**config.mk**
```make
export PLATFORM = sky130hd
export DESIGN_NAME = ps2_rx_byte
export DESIGN_NICKNAME = d
export VERILOG_FILES = /design/src/rtl/ps2_rx_byte.sv
export SDC_FILE = /design/constraint.sdc
export NUM_CORES = 1
export LEC_CHECK = 0
export BUFFER_PORTS_ARGS = -buffer_cell sky130_fd_sc_hd__buf_2
export CAP_MARGIN = 20
export CORE_MARGIN = 10
export CORE_UTILIZATION = 45
export DETAILED_ROUTE_END_ITERATION = 10
export SYNTH_ARGS = -nofsm -noshare
export SYNTH_HDL_FRONTEND = slang
export SYNTH_SLANG_ARGS = --single-unit
```
**constraint.sdc**
```tcl
create_clock -name CLOCK_50 -period 4.92 [get_ports CLOCK_50]
set_input_delay 0.246 -clock CLOCK_50 [delete_from_list [all_inputs] [get_ports CLOCK_50]]
set_output_delay 0.246 -clock CLOCK_50 [all_outputs]
set_load 0.01 [all_outputs]
```
**src/rtl/ps2_rx_byte.sv**
```systemverilog
// ps2_rx_byte: PS/2 device-to-host receiver (sync, clock glitch filter, 11-bit framing, timeout).
// Define PS2_RX_PARITY_EN to drop frames with a bad odd-parity bit; otherwise parity is ignored.
module ps2_rx_byte #(
  parameter int FILTER_LEN     = 8,
  parameter int TIMEOUT_CYCLES = 50000
) (
  input  logic       CLOCK_50,
  input  logic       reset,
  input  logic       ps2_clk,
  input  logic       ps2_dat,
  output logic [7:0] received_data,
  output logic       received_data_en,
  output logic       parity_err,
  output logic       frame_err,
  output logic       busy
);
  localparam int FW = $clog2(FILTER_LEN + 1);
  localparam int TW = $clog2(TIMEOUT_CYCLES + 1);
  typedef enum logic [1:0] {IDLE, DATA, PARITY, STOP} state_t;
  state_t          state;
  logic            clk_s1, clk_s2, dat_s1, dat_s2, filt, filt_d, par_bad;
  logic [FW-1:0]   fcnt;
  logic [TW-1:0]   tcnt;
  logic [7:0]      shreg;
  logic [2:0]      bcnt;
  logic            fall, timeout;
  assign fall    = filt_d & ~filt;
  assign timeout = (state != IDLE) && (tcnt == TW'(TIMEOUT_CYCLES));
  assign busy    = state != IDLE;
  always_ff @(posedge CLOCK_50) begin
    if (reset) begin
      {clk_s1, clk_s2, dat_s1, dat_s2, filt, filt_d} <= '1;
      fcnt             <= '0;
      tcnt             <= '0;
      state            <= IDLE;
      shreg            <= '0;
      bcnt             <= '0;
      par_bad          <= 1'b0;
      received_data    <= '0;
      received_data_en <= 1'b0;
      parity_err       <= 1'b0;
      frame_err        <= 1'b0;
    end else begin
      clk_s1           <= ps2_clk;
      clk_s2           <= clk_s1;
      dat_s1           <= ps2_dat;
      dat_s2           <= dat_s1;
      filt_d           <= filt;
      received_data_en <= 1'b0;
      parity_err       <= 1'b0;
      frame_err        <= 1'b0;
      // filtered level only moves after FILTER_LEN consecutive disagreeing samples
      if (clk_s2 == filt) fcnt <= '0;
      else if (fcnt == FW'(FILTER_LEN - 1)) begin
        filt <= ~filt;
        fcnt <= '0;
      end else fcnt <= fcnt + 1'b1;
      tcnt <= (state == IDLE || fall) ? '0 : (tcnt == TW'(TIMEOUT_CYCLES)) ? tcnt : tcnt + 1'b1;
      if (fall) begin
        case (state)
          IDLE: if (!dat_s2) begin
            state <= DATA;
            bcnt  <= '0;
          end
          DATA: begin
            shreg[bcnt] <= dat_s2;
            bcnt        <= bcnt + 1'b1;
            if (bcnt == 3'd7) state <= PARITY;
          end
          PARITY: begin
`ifdef PS2_RX_PARITY_EN
            par_bad <= ~^{shreg, dat_s2};
`else
            par_bad <= 1'b0;
`endif
            state <= STOP;
          end
          default: begin
            state <= IDLE;
            if (!dat_s2) frame_err <= 1'b1;
            else if (par_bad) parity_err <= 1'b1;
            else begin
              received_data    <= shreg;
              received_data_en <= 1'b1;
            end
          end
        endcase
      end else if (timeout) begin
        state     <= IDLE;
        frame_err <= 1'b1;
      end
    end
  end
endmodule
```
======== Yosys cells after proc, flatten, opt, wreduce, memory -nomap -nowiden ========
Cells that the tools add are included.
operators by class
  add/sub/neg operators ................... 3
  $lt $le $gt $ge ......................... 2
  equal/unequal tests ..................... 9
  mux-type cells .......................... 14
  bitwise operators ....................... 6
  reductions and logical operators ........ 16
operator list
  cell                                                               number
  adder 16 x 1 -> 16 bit, second input constant                      1
  == test 16 bit, second input constant                              1
  AND reduction 3 bit                                                3
  bitwise mux 8 bit                                                  1
  two-way mux 2 bit                                                  4
  != test 3 bit, second input constant                               2
  case mux 2 bit (3 select lines)                                    1
  case mux 3 bit (2 select lines)                                    1
  nonzero test 2 bit                                                 3
  OR reduction 3 bit                                                 2
  OR reduction 6 bit                                                 1
  two-way mux 1 bit                                                  5
  NOT 1 bit                                                          5
  adder 4 x 1 -> 4 bit, second input constant                        1
  == test 4 x 3 -> 1 bit, second input constant                      1
  less-than comparator 3 x 4 -> 1 bit, second input constant         1
  AND reduction 2 bit                                                2
  adder 3 x 1 -> 3 bit, second input constant                        1
  demux 1 bit (select 3 bit)                                         1
  == test 3 bit, second input constant                               1
  greater-or-equal comparator 3 x 1 -> 1 bit, second input constant  1
  two-way mux 3 bit                                                  1
  == test 2 x 1 -> 1 bit, second input constant                      1
  == test 2 bit, second input constant                               1
  7 further kinds                                                    8
word-level totals
  register bits ........................... 49
  input bits .............................. 4
  output and inout bits ................... 12
  word-level logic and storage cells ...... 64

======== Logic depth before layout (Yosys ltp) ========
Gate-level depths: netlist of run 1.
  word-level depth ........................ 5
  mapped depth ............................ 7
  gate-level depth less buffers ........... 6

======== Worst setup path after synthesis of run 1 ========
Ideal clock, no wire load.
  path kind ............................... reg-to-reg
  start point ............................. register state[0]
  end point ............................... register tcnt[10]
  library setup time ...................... 0.065 ns
  arrival time ............................ 1.596 ns
  required time ........................... 4.855 ns
  path slack .............................. 3.259 ns
  cell stages (with the launch flop) ...... 8
  path buffers ............................ 3
  period minus slack after synthesis ...... 1.661 ns
  path through ............................ dfxtp_1 -> inv_1 -> ha_1 -> clkbuf_1 -> or3_1 -> clkbuf_1 -> clkbuf_1 -> nor2_1
between the ends
  cells in the longest elaborated chain, start to end .. 3
ends and longest elaborated chain
  element                              RTL line  RTL
  start: declaration                   20        state_t state;
  start signal: assignment             35        state <= IDLE;
  start signal: assignment             62        state <= DATA;
  start signal: assignment             68        if (bcnt == 3'd7) state <= PARITY;
  logical NOT 2 bit                    58        tcnt <= (state == IDLE || fall) ? '0 : (tcnt == TW'(TIMEOUT_CYCLES)) ? tcnt : tcnt + 1'b1;
  logical OR 1 bit                     58
  OR reduction 2 bit (no source line)  -
  end signal: assignment               58
  end: declaration                     23        logic [TW-1:0] tcnt;
No other way between the ends.
A chain may end at the register's enable or synchronous reset.

======== Final worst setup path of run 1 ========
  start point ............................. register state[0]
  end point ............................... register shreg[2]
between the ends
  cells in the longest elaborated chain, start to end .. 2
ends and longest elaborated chain
  element                               RTL line  RTL
  == test 2 x 1 -> 1 bit                60        case (state)
  AND reduction 2 bit (no source line)  -
  end signal: indexed assignment        66        shreg[bcnt] <= dat_s2;
  end: declaration                      24        logic [7:0] shreg;
No other way between the ends.

==> impl_metrics.tcl, run 1 <==
set metrics [dict create \
    status "finished, final reports clean" \
    drive_gt1_frac 0.123 \
    power_density_nw_per_um2 282 \
    start_util 0.461 \
    postCtsSetupRepairBufs 0 \
    vias_per_cell 5.20 \
    endpoint "shreg[2]$_SDFFE_PP0P_" \
    seqPwrFrac 0.602 \
    final.setup.tns_ns 0 \
    clk_latency_ns 0.31 \
    routed-via-count 1597 \
    r2r_slack_ns 3.14 \
    ant_nets 0 \
    die_h_um 89.3 \
    cts_made_buffers 5 \
    hp-class "primary input to register" \
    grt.total_usage 0.102 \
    p_switching_mw 0.136 \
    slew_headroom 0.585 \
    reg2reg_to "shreg[2]$_SDFFE_PP0P_" \
    placed_area_um2 2250 \
    dp_hpwl_um 2640 \
    totalWireLength_um 3830 \
    drc_errors 0 \
    end_kind "register" \
    fill_cells 469 \
    cts_tree "done" \
    hold_viol 0 \
    finalCriticalPeriod_ns 1.78 \
    setup_ws_ns 3.14 \
    dieArea_um2 7980 \
    crit_required_ns 5.10 \
    p_leak_nw 0.911 \
    syn_area_um2 2160 \
    synth_top_area_share 0.453 \
    finalPower_mw 0.664 \
    combPwrFrac 0.012 \
    vdd_drop_max_uv 189 \
    drt_iter0_drc 76 \
    clk_path_buf_depth 2 \
    area_growth_pct 8.73 \
    gp_congestion 0.728 \
    swShare 0.205 \
    synth_area_leaders "dfxtp_1 (45%), ha_1 (5.8%), nor2_1 (5.2%), xnor2_1 (4.9%), nand2_1 (4.7%)" \
    portBuffers 14 \
    r2r_cells 5 \
    worstPathMaxFanout 5 \
    yosys_register_bits 49 \
    synth_largest_area_cell "dfxtp_1" \
    synth_cell_types 39 \
    fin_skew_ns 0.0105 \
    antenna_found_initial 0 \
    fp.dieW_um 89.3 \
    post_drt_wl_per_cell_um 12.5 \
    worstPathArrival_ns 1.97 \
    crit_path_start "state[0]$_SDFFE_PP0P_" \
    clkTransAtPathRegs_ns 0.09 \
    grt_pass1_vias 1444 \
    rsz0062_at_grt "false" \
    fmax_ghz 0.561 \
    cts_resized 0 \
    critPathLaunchType "register" \
    ys_seq_area_frac 0.453 \
    final-max-slew-violation-count 0 \
    syn_nets 257 \
    cts_sinks 49 \
    htree_levels 2 \
    dp_slack_ns 3.16 \
    pin_count 16 \
    post-route-period-util 0.362 \
    crit_type "register to register" \
    cts_root_buf "clkbuf_8" \
    synth_area_per_cell_um2 8.90 \
    fin_nets 266 \
    netlist_instances 243 \
    antenna_cells 0 \
    cap_violations 0 \
    yosysWarnings 0 \
    coreArea_um2 4690 \
    internal_power_mw 0.528 \
    grt_max_degree 32 \
    first_pass_iters 4 \
    setup_viol 0 \
    reg2reg_from "state[0]$_SDFFE_PP0P_" \
    pwr-share-clk 0.386 \
    worst_slew_pin_slew_ns 0.614 \
    fin_area_um2 2350 \
    grt_pass1_wl_um 6460 \
    cts_hold_repair.buffers 0 \
    rows 25 \
    gr-total-overflow 0 \
]
## power groups by stage
stage	Clock, mW	Sequential (mW)	Combinational [mW]
finish	0.256	0.400	0.00790
global route	0.279	0.400	0.00916
CTS	0.266	0.400	0.00804
detailed placement	0	0.409	0.00802
global placement	0	0.409	0.00813
floorplan	0	0.408	0.00709
## kinds of logic (layout without fill, tap and decap cells)
| family | count (synthesis) | after routing | synth area share |
|---|---|---|---|
| and+or+nand+nor | 113 | 113 | 0.281 |
| DFF | 49 | 49 | 0.453 |
| AOI/OAI and AO/OA | 23 | 23 | 0.0607 |
| buffers and inverters | 23 | 33 | 0.0422 |
| xor gates and xnor gates | 14 | 14 | 0.0567 |
| adders and majority gates | 10 | 10 | 0.0578 |
| muxes | 10 | 10 | 0.0463 |
| other | 1 | 1 | 0.00173 |
## placed cells by master, fill, tap and decap left out, types with 3 or more instances in the layout
| master | Yosys | final |
|---|---|---|
| nand2_1 | 27 | 27 |
| mux2i_1 | 10 | 10 |
| or2_2 | 5 | 5 |
| o21ai_0 | 3 | 3 |
| dfxtp_1 | 49 | 49 |
| nor3_1 | 5 | 5 |
| xnor2_1 | 12 | 12 |
| clkbuf_8 | 0 | 7 |
| buf_2 | 1 | 14 |
| nor2b_1 | 3 | 3 |
| and3_1 | 3 | 3 |
| nor4_1 | 6 | 6 |
| nor2_1 | 30 | 30 |
| a21oi_1 | 15 | 15 |
| or3_1 | 6 | 6 |
| nand3_1 | 8 | 8 |
| nand3b_1 | 4 | 4 |
| ha_1 | 10 | 10 |
| inv_1 | 11 | 11 |
## layer usage
| metal | wire length, um | global-route usage | part of all wire |
|---|---|---|---|
| met1 | 1980 | 0.130 | 0.52 |
| met2 | 1640 | 0.152 | 0.43 |
| met3 | 161 | 0.0310 | 0.042 |
| met4 | 56 | 0.0477 | 0.015 |
| met5 | 0 | 0 | 0 |
## per-stage QoR
stage | util | instances | hold slack (ns)
2_1_floorplan | - | 243 | 0.350
3_3_place_gp | 0.480 | 299 | 0.393
3_5_place_dp | 0.480 | 299 | 0.393
4_1_cts | 0.501 | 307 | 0.113
5_1_grt | 0.501 | 307 | 0.119
6_report | 0.501 | 307 | 0.123
## cells in the mapped netlist (all sizes together)
cell / n
a21oi: 15
a22oi: 2
a41o: 1
and3: 3
and3b: 1
and4bb: 2
buf: 2
clkbuf: 10
conb: 1
dfxtp: 49
ha: 10
inv: 11
mux2i: 10
nand2: 27
nand2b: 1
nand3: 8
nand3b: 4
nand4: 4
nand4b: 1
nor2: 30
nor2b: 3
nor3: 5
nor3b: 2
nor4: 6
nor4bb: 1
o21ai: 3
o311ai: 1
o31ai: 1
or2: 6
or2b: 1
or3: 7
or4: 1
xnor2: 12
xor2: 2
## cell type report
class / count / area (um^2) / area share
Multi-Input combinational cell: 171 / 1090 / 0.464
Sequential cell: 49 / 981 / 0.417
Clock buffer: 7 / 96.3 / 0.0410
Timing Repair Buffer: 14 / 70.1 / 0.0298
Tap cell: 54 / 67.6 / 0.0287
Inverter: 11 / 41.3 / 0.0176
Clock inverter: 1 / 5.00 / 0.00213
## critical path, cell delays in order (launching register included)
cell	delay [ns]
dfxtp_1	0.42
ha_1	0.25
nor4bb_1	0.59
nand3b_1	0.18
mux2i_1	0.18
nor2_1	0.05
## state kept, by name (all words and copies together) (netlist names), 2 cells and up
signal         count
fcnt               4
bcnt               3
tcnt              16
shreg              8
state              2
received_data      8
## worst min-delay path by stage
stage,slack [ns],endpoint,start,cells past startpoint
after floorplan,0.35,clk_s1$_SDFF_PP1_,ps2_clk,1
after global placement,0.39,dat_s2$_SDFF_PP1_,dat_s1$_SDFF_PP1_,1
after detailed placement,0.39,clk_s2$_SDFF_PP1_,clk_s1$_SDFF_PP1_,1
after CTS,0.11,dat_s1$_SDFF_PP1_,ps2_dat,2
after global routing,0.12,dat_s1$_SDFF_PP1_,ps2_dat,2
final,0.12,dat_s1$_SDFF_PP1_,ps2_dat,2
No activity file was read; power rests on OpenSTA's default activity.
==> inputs of run 2 (changes only) <==
Clock period 4.92 ns to 1.7 ns, I/O delays scaled along.
==> impl_metrics.tcl, run 2 (synthesis results as in run 1) <==
set metrics [dict create \
    status "finished, final reports clean" \
    dieArea_um2 7980 \
    routed-via-count 1630 \
    min-delay-start "reset" \
    rsz0062_at_grt "false" \
    pwr-share-clk 0.411 \
    rows 25 \
    final_common_cell "dfxtp_1" \
    grt_pass1_wl_um 7170 \
    grt.total_usage 0.112 \
    worstPathMaxFanout 5 \
    portBuffers 14 \
    fp.dieW_um 89.3 \
    clkTransAtPathRegs_ns 0.09 \
    vdd_drop_max_uv 519 \
    clk_latency_ns 0.30 \
    multi_input_area_um2 1110 \
    coreArea_um2 4690 \
    gp_congestion 0.778 \
    hold_viol 0 \
    drive_gt1_frac 0.185 \
    final_core_util 0.538 \
    finalCriticalPeriod_ns 1.56 \
    ff_latch_area_um2 982 \
    grt_pass1_vias 1652 \
    critPathLaunchType "register" \
    end_kind "register" \
    fin_skew_ns 0.00755 \
    totalWireLength_um 4040 \
    drc_errors 0 \
    top_register "tcnt" \
    post-route-period-util 0.919 \
    die_h_um 89.3 \
    cap_violations 0 \
    seqPwrFrac 0.573 \
    start_util 0.461 \
    antenna_cells 0 \
    swShare 0.202 \
    clk_path_buf_depth 2 \
    cts_sinks 49 \
    fin_nets 284 \
    power_density_nw_per_um2 798 \
    fill_cells 466 \
    combPwrFrac 0.016 \
    hp-class "primary input to register" \
    crit_required_ns 1.90 \
    top_regs "tcnt: 16 flops, received_data: 8 flops, shreg: 8 flops" \
    gr-total-overflow 0 \
    grt_max_degree 27 \
    postCtsSetupRepairBufs 0 \
    worstPathArrival_ns 1.76 \
    dp_hpwl_um 2870 \
    reg2reg_from "tcnt[0]$_SDFFE_PP0P_" \
    drt_iter0_drc 76 \
    cts_root_buf "clkbuf_8" \
    post_drt_wl_per_cell_um 12.4 \
    setup_viol 0 \
    final.setup.tns_ns 0 \
    crit_type "register to register" \
    p_leak_nw 1.00 \
    ant_nets 0 \
    antenna_found_initial 0 \
    area_growth_pct 16.8 \
    internal_power_mw 1.61 \
    final_cell_mix "dfxtp_1 (48), nor2_1 (30), nand2_1 (27)" \
    pin_count 16 \
    final-max-slew-violation-count 0 \
    cts_tree "done" \
    fmax_ghz 0.640 \
    p_switching_mw 0.408 \
    crit_path_start "tcnt[0]$_SDFFE_PP0P_" \
    vias_per_cell 5.02 \
    first_pass_iters 4 \
    htree_levels 2 \
    largest_reg_flops 16 \
    cts_made_buffers 5 \
]
-- run 2: area by class of cell --
cell class | count | share of cell area
multi-input cells | 171 | 0.441
flip-flops and latches | 49 | 0.389
repair buffers | 32 | 0.0832
clock buffers | 6 | 0.0287
well taps | 54 | 0.0267
inverters | 11 | 0.0163
clock inverters | 2 | 0.0154
-- run 2: path summary, 6_finish.rpt --
check                           to  slack (ns)  cells past startpoint
max          state[0]$_SDFFE_PP0P_        0.14                      6
min          state[1]$_SDFFE_PP0P_        0.02                      2
max reg2reg  state[0]$_SDFFE_PP0P_        0.14                      6
min reg2reg      clk_s2$_SDFF_PP1_        0.41                      1
-- run 2: critical path, cell delays in order (launching register included) --
cell     delay (ns)
dfxtp_1        0.37
inv_1          0.07
ha_1           0.14
and3_1         0.16
nand4_2        0.11
or3_1          0.36
a41o_1         0.24
-- run 2: metrics by stage --
| stage | total power, mW | hold slack, ns | cells | worst slack [ns] | instance area, um^2 |
|---|---|---|---|---|---|
| after global routing | 2.10 | 0.0313 | 325 | 0.0172 | 2530 |
| after CTS | 2.06 | 0.0106 | 325 | 0.0882 | 2500 |
| after detailed placement | 1.21 | 0.273 | 315 | 0.109 | 2370 |
| after floorplan | 1.20 | 0.189 | 243 | 0.0391 | 2160 |
| after global placement | 1.21 | 0.270 | 315 | 0.125 | 2370 |
| final | 2.01 | 0.0153 | 325 | 0.138 | 2530 |
-- run 2: timing repair --
action	4_1_cts	5_1_grt
resized for setup	0	5
endpoints found under the hold margin	2	0
hold buffers	2	0
endpoints found under the setup margin	0	18
-- run 2: metal layers --
layer | share of wire | up-vias | track usage
met3 | 0.040 | 5 | 0.0346
met2 | 0.42 | 17 | 0.177
met4 | 0.014 | 0 | 0.0390
met5 | 0 | - | 0
met1 | 0.52 | 741 | 0.141
li1 | - | 867 | -
-- run 2: power groups by stage --
stage	Clock, mW	Combinational (mW)	Sequential (mW)
2_1_floorplan	0	0.0205	1.18
3_3_place_gp	0	0.0288	1.18
4_1_cts	0.868	0.0328	1.16
6_report	0.828	0.0321	1.15
3_5_place_dp	0	0.0294	1.18
5_1_grt	0.907	0.0362	1.16
==> inputs of run 3 (changes only) <==
--- a/config.mk
+++ b/config.mk
@@ -12,2 +12,3 @@
 export DETAILED_ROUTE_END_ITERATION = 10
+export SLEW_MARGIN = 15
 export SYNTH_ARGS = -nofsm -noshare
==> constraint.sdc (replaced) <==
create_clock -name CLOCK_50 -period 1.7 [get_ports CLOCK_50]
set_input_delay 0.17 -clock CLOCK_50 [delete_from_list [all_inputs] [get_ports CLOCK_50]]
set_output_delay 0.17 -clock CLOCK_50 [all_outputs]
set_load 0.01 [all_outputs]
==> impl_metrics.tcl, run 3 (synthesis results as in run 1) <==
set metrics [dict create \
    status "finished, final reports clean" \
    swShare 0.230 \
    drive_gt1_frac 0.190 \
    grt_pass1_wl_um 6690 \
    p_leak_nw 0.973 \
    crit_required_ns 1.90 \
    coreArea_um2 4690 \
    clk_path_buf_depth 2 \
    routed-via-count 1632 \
    fp.dieW_um 89.3 \
    pin_count 16 \
    clkTransAtPathRegs_ns 0.10 \
    final_common_cell "dfxtp_1" \
    drt_iter0_drc 85 \
    finalCriticalPeriod_ns 1.60 \
    antenna_found_initial 0 \
    rows 25 \
    totalWireLength_um 4010 \
    start_util 0.461 \
    cts_root_buf "clkbuf_8" \
    clk_latency_ns 0.31 \
    die_h_um 89.3 \
    seqPwrFrac 0.609 \
    fmax_ghz 0.626 \
    gr-total-overflow 0 \
    grt_max_degree 28 \
    postCtsSetupRepairBufs 0 \
    portBuffers 14 \
    end_kind "register" \
    fin_skew_ns 0.0115 \
    gp_congestion 0.805 \
    crit_type "register to register" \
    cts_made_buffers 5 \
    hp-class "primary input to register" \
    cts_sinks 49 \
    dieArea_um2 7980 \
    setup_viol 0 \
    cts_tree "done" \
    final_cell_mix "dfxtp_1 (46), nor2_1 (30), nand2_1 (27)" \
    pwr-share-clk 0.376 \
    top_regs "tcnt: 16 flops, received_data: 8 flops, shreg: 8 flops" \
    drc_errors 0 \
    fin_nets 281 \
    final-max-slew-violation-count 0 \
    internal_power_mw 1.46 \
    htree_levels 2 \
    final.setup.tns_ns 0 \
    cts_hold_repair.buffers 0 \
    p_switching_mw 0.437 \
    vdd_drop_max_uv 493 \
    cap_violations 0 \
    top_register "tcnt" \
    cts_resized 0 \
    first_pass_iters 4 \
    post_drt_wl_per_cell_um 12.5 \
    antenna_cells 0 \
    vias_per_cell 5.07 \
    post-route-period-util 0.940 \
    grt.total_usage 0.106 \
    grt_pass1_vias 1475 \
    critPathLaunchType "register" \
    final_core_util 0.526 \
    dp_hpwl_um 2850 \
    worstPathMaxFanout 6 \
    hold_viol 0 \
    power_density_nw_per_um2 768 \
    largest_reg_flops 16 \
    ant_nets 0 \
    combPwrFrac 0.015 \
    worstPathArrival_ns 1.80 \
    area_growth_pct 14.2 \
]
run 3: routing by layer:
layer	part of all wire	up-vias	track usage	routed length, um
met5	0	-	0	0
met2	0.41	17	0.152	1640
li1	-	868	-	-
met4	0.016	0	0.0434	63
met1	0.53	740	0.140	2130
met3	0.044	7	0.0383	176
run 3: final cells by class:
cell class              instances  area (um^2)
well taps                      54         67.6
clock buffers                   5         68.8
repair buffers                 29          183
clock inverters                 3         25.0
multi-input cells             171         1100
flip-flops and latches         49          985
inverters                      11         41.3
fillers                       472         2220
run 3: worst max-delay path, cell delays in order (launching register included):
cell and delay (ns):
dfxtp_1 0.38, nor4_2 0.35, nand4_2 0.16, or3_1 0.36, a41o_1 0.24
run 3: final timing paths:
check / slack [ns] / cells after the start / endpoint / from
worst min-delay path: 0.03 / 2 / dat_s1$_SDFF_PP1_ / ps2_dat
worst max-delay path: 0.10 / 4 / state[0]$_SDFFE_PP0P_ / tcnt[2]$_SDFFE_PP0P_
worst min register to register: 0.41 / 1 / clk_s2$_SDFF_PP1_ / clk_s1$_SDFF_PP1_
worst max register to register: 0.10 / 4 / state[0]$_SDFFE_PP0P_ / tcnt[2]$_SDFFE_PP0P_
run 3: power groups by stage:
stage / Combinational (mW) / Clock (mW) / Sequential (mW)
after floorplan: 0.0205 / 0 / 1.18
after global placement: 0.0287 / 0 / 1.18
after detailed placement: 0.0290 / 0 / 1.18
after CTS: 0.0289 / 0.739 / 1.16
after global routing: 0.0319 / 0.794 / 1.16
final: 0.0288 / 0.713 / 1.15
run 3: stage by stage:
stage	total power [mW]	instance area, um^2	hold WS [ns]	instances	setup WS [ns]
after floorplan	1.20	2160	0.274	243	0.0391
after global placement	1.21	2360	0.352	314	0.0848
after detailed placement	1.21	2360	0.355	314	0.0882
after CTS	1.92	2460	0.0207	322	0.0484
after global routing	1.98	2470	0.0132	322	-0.00658
final	1.90	2470	0.0272	322	0.102
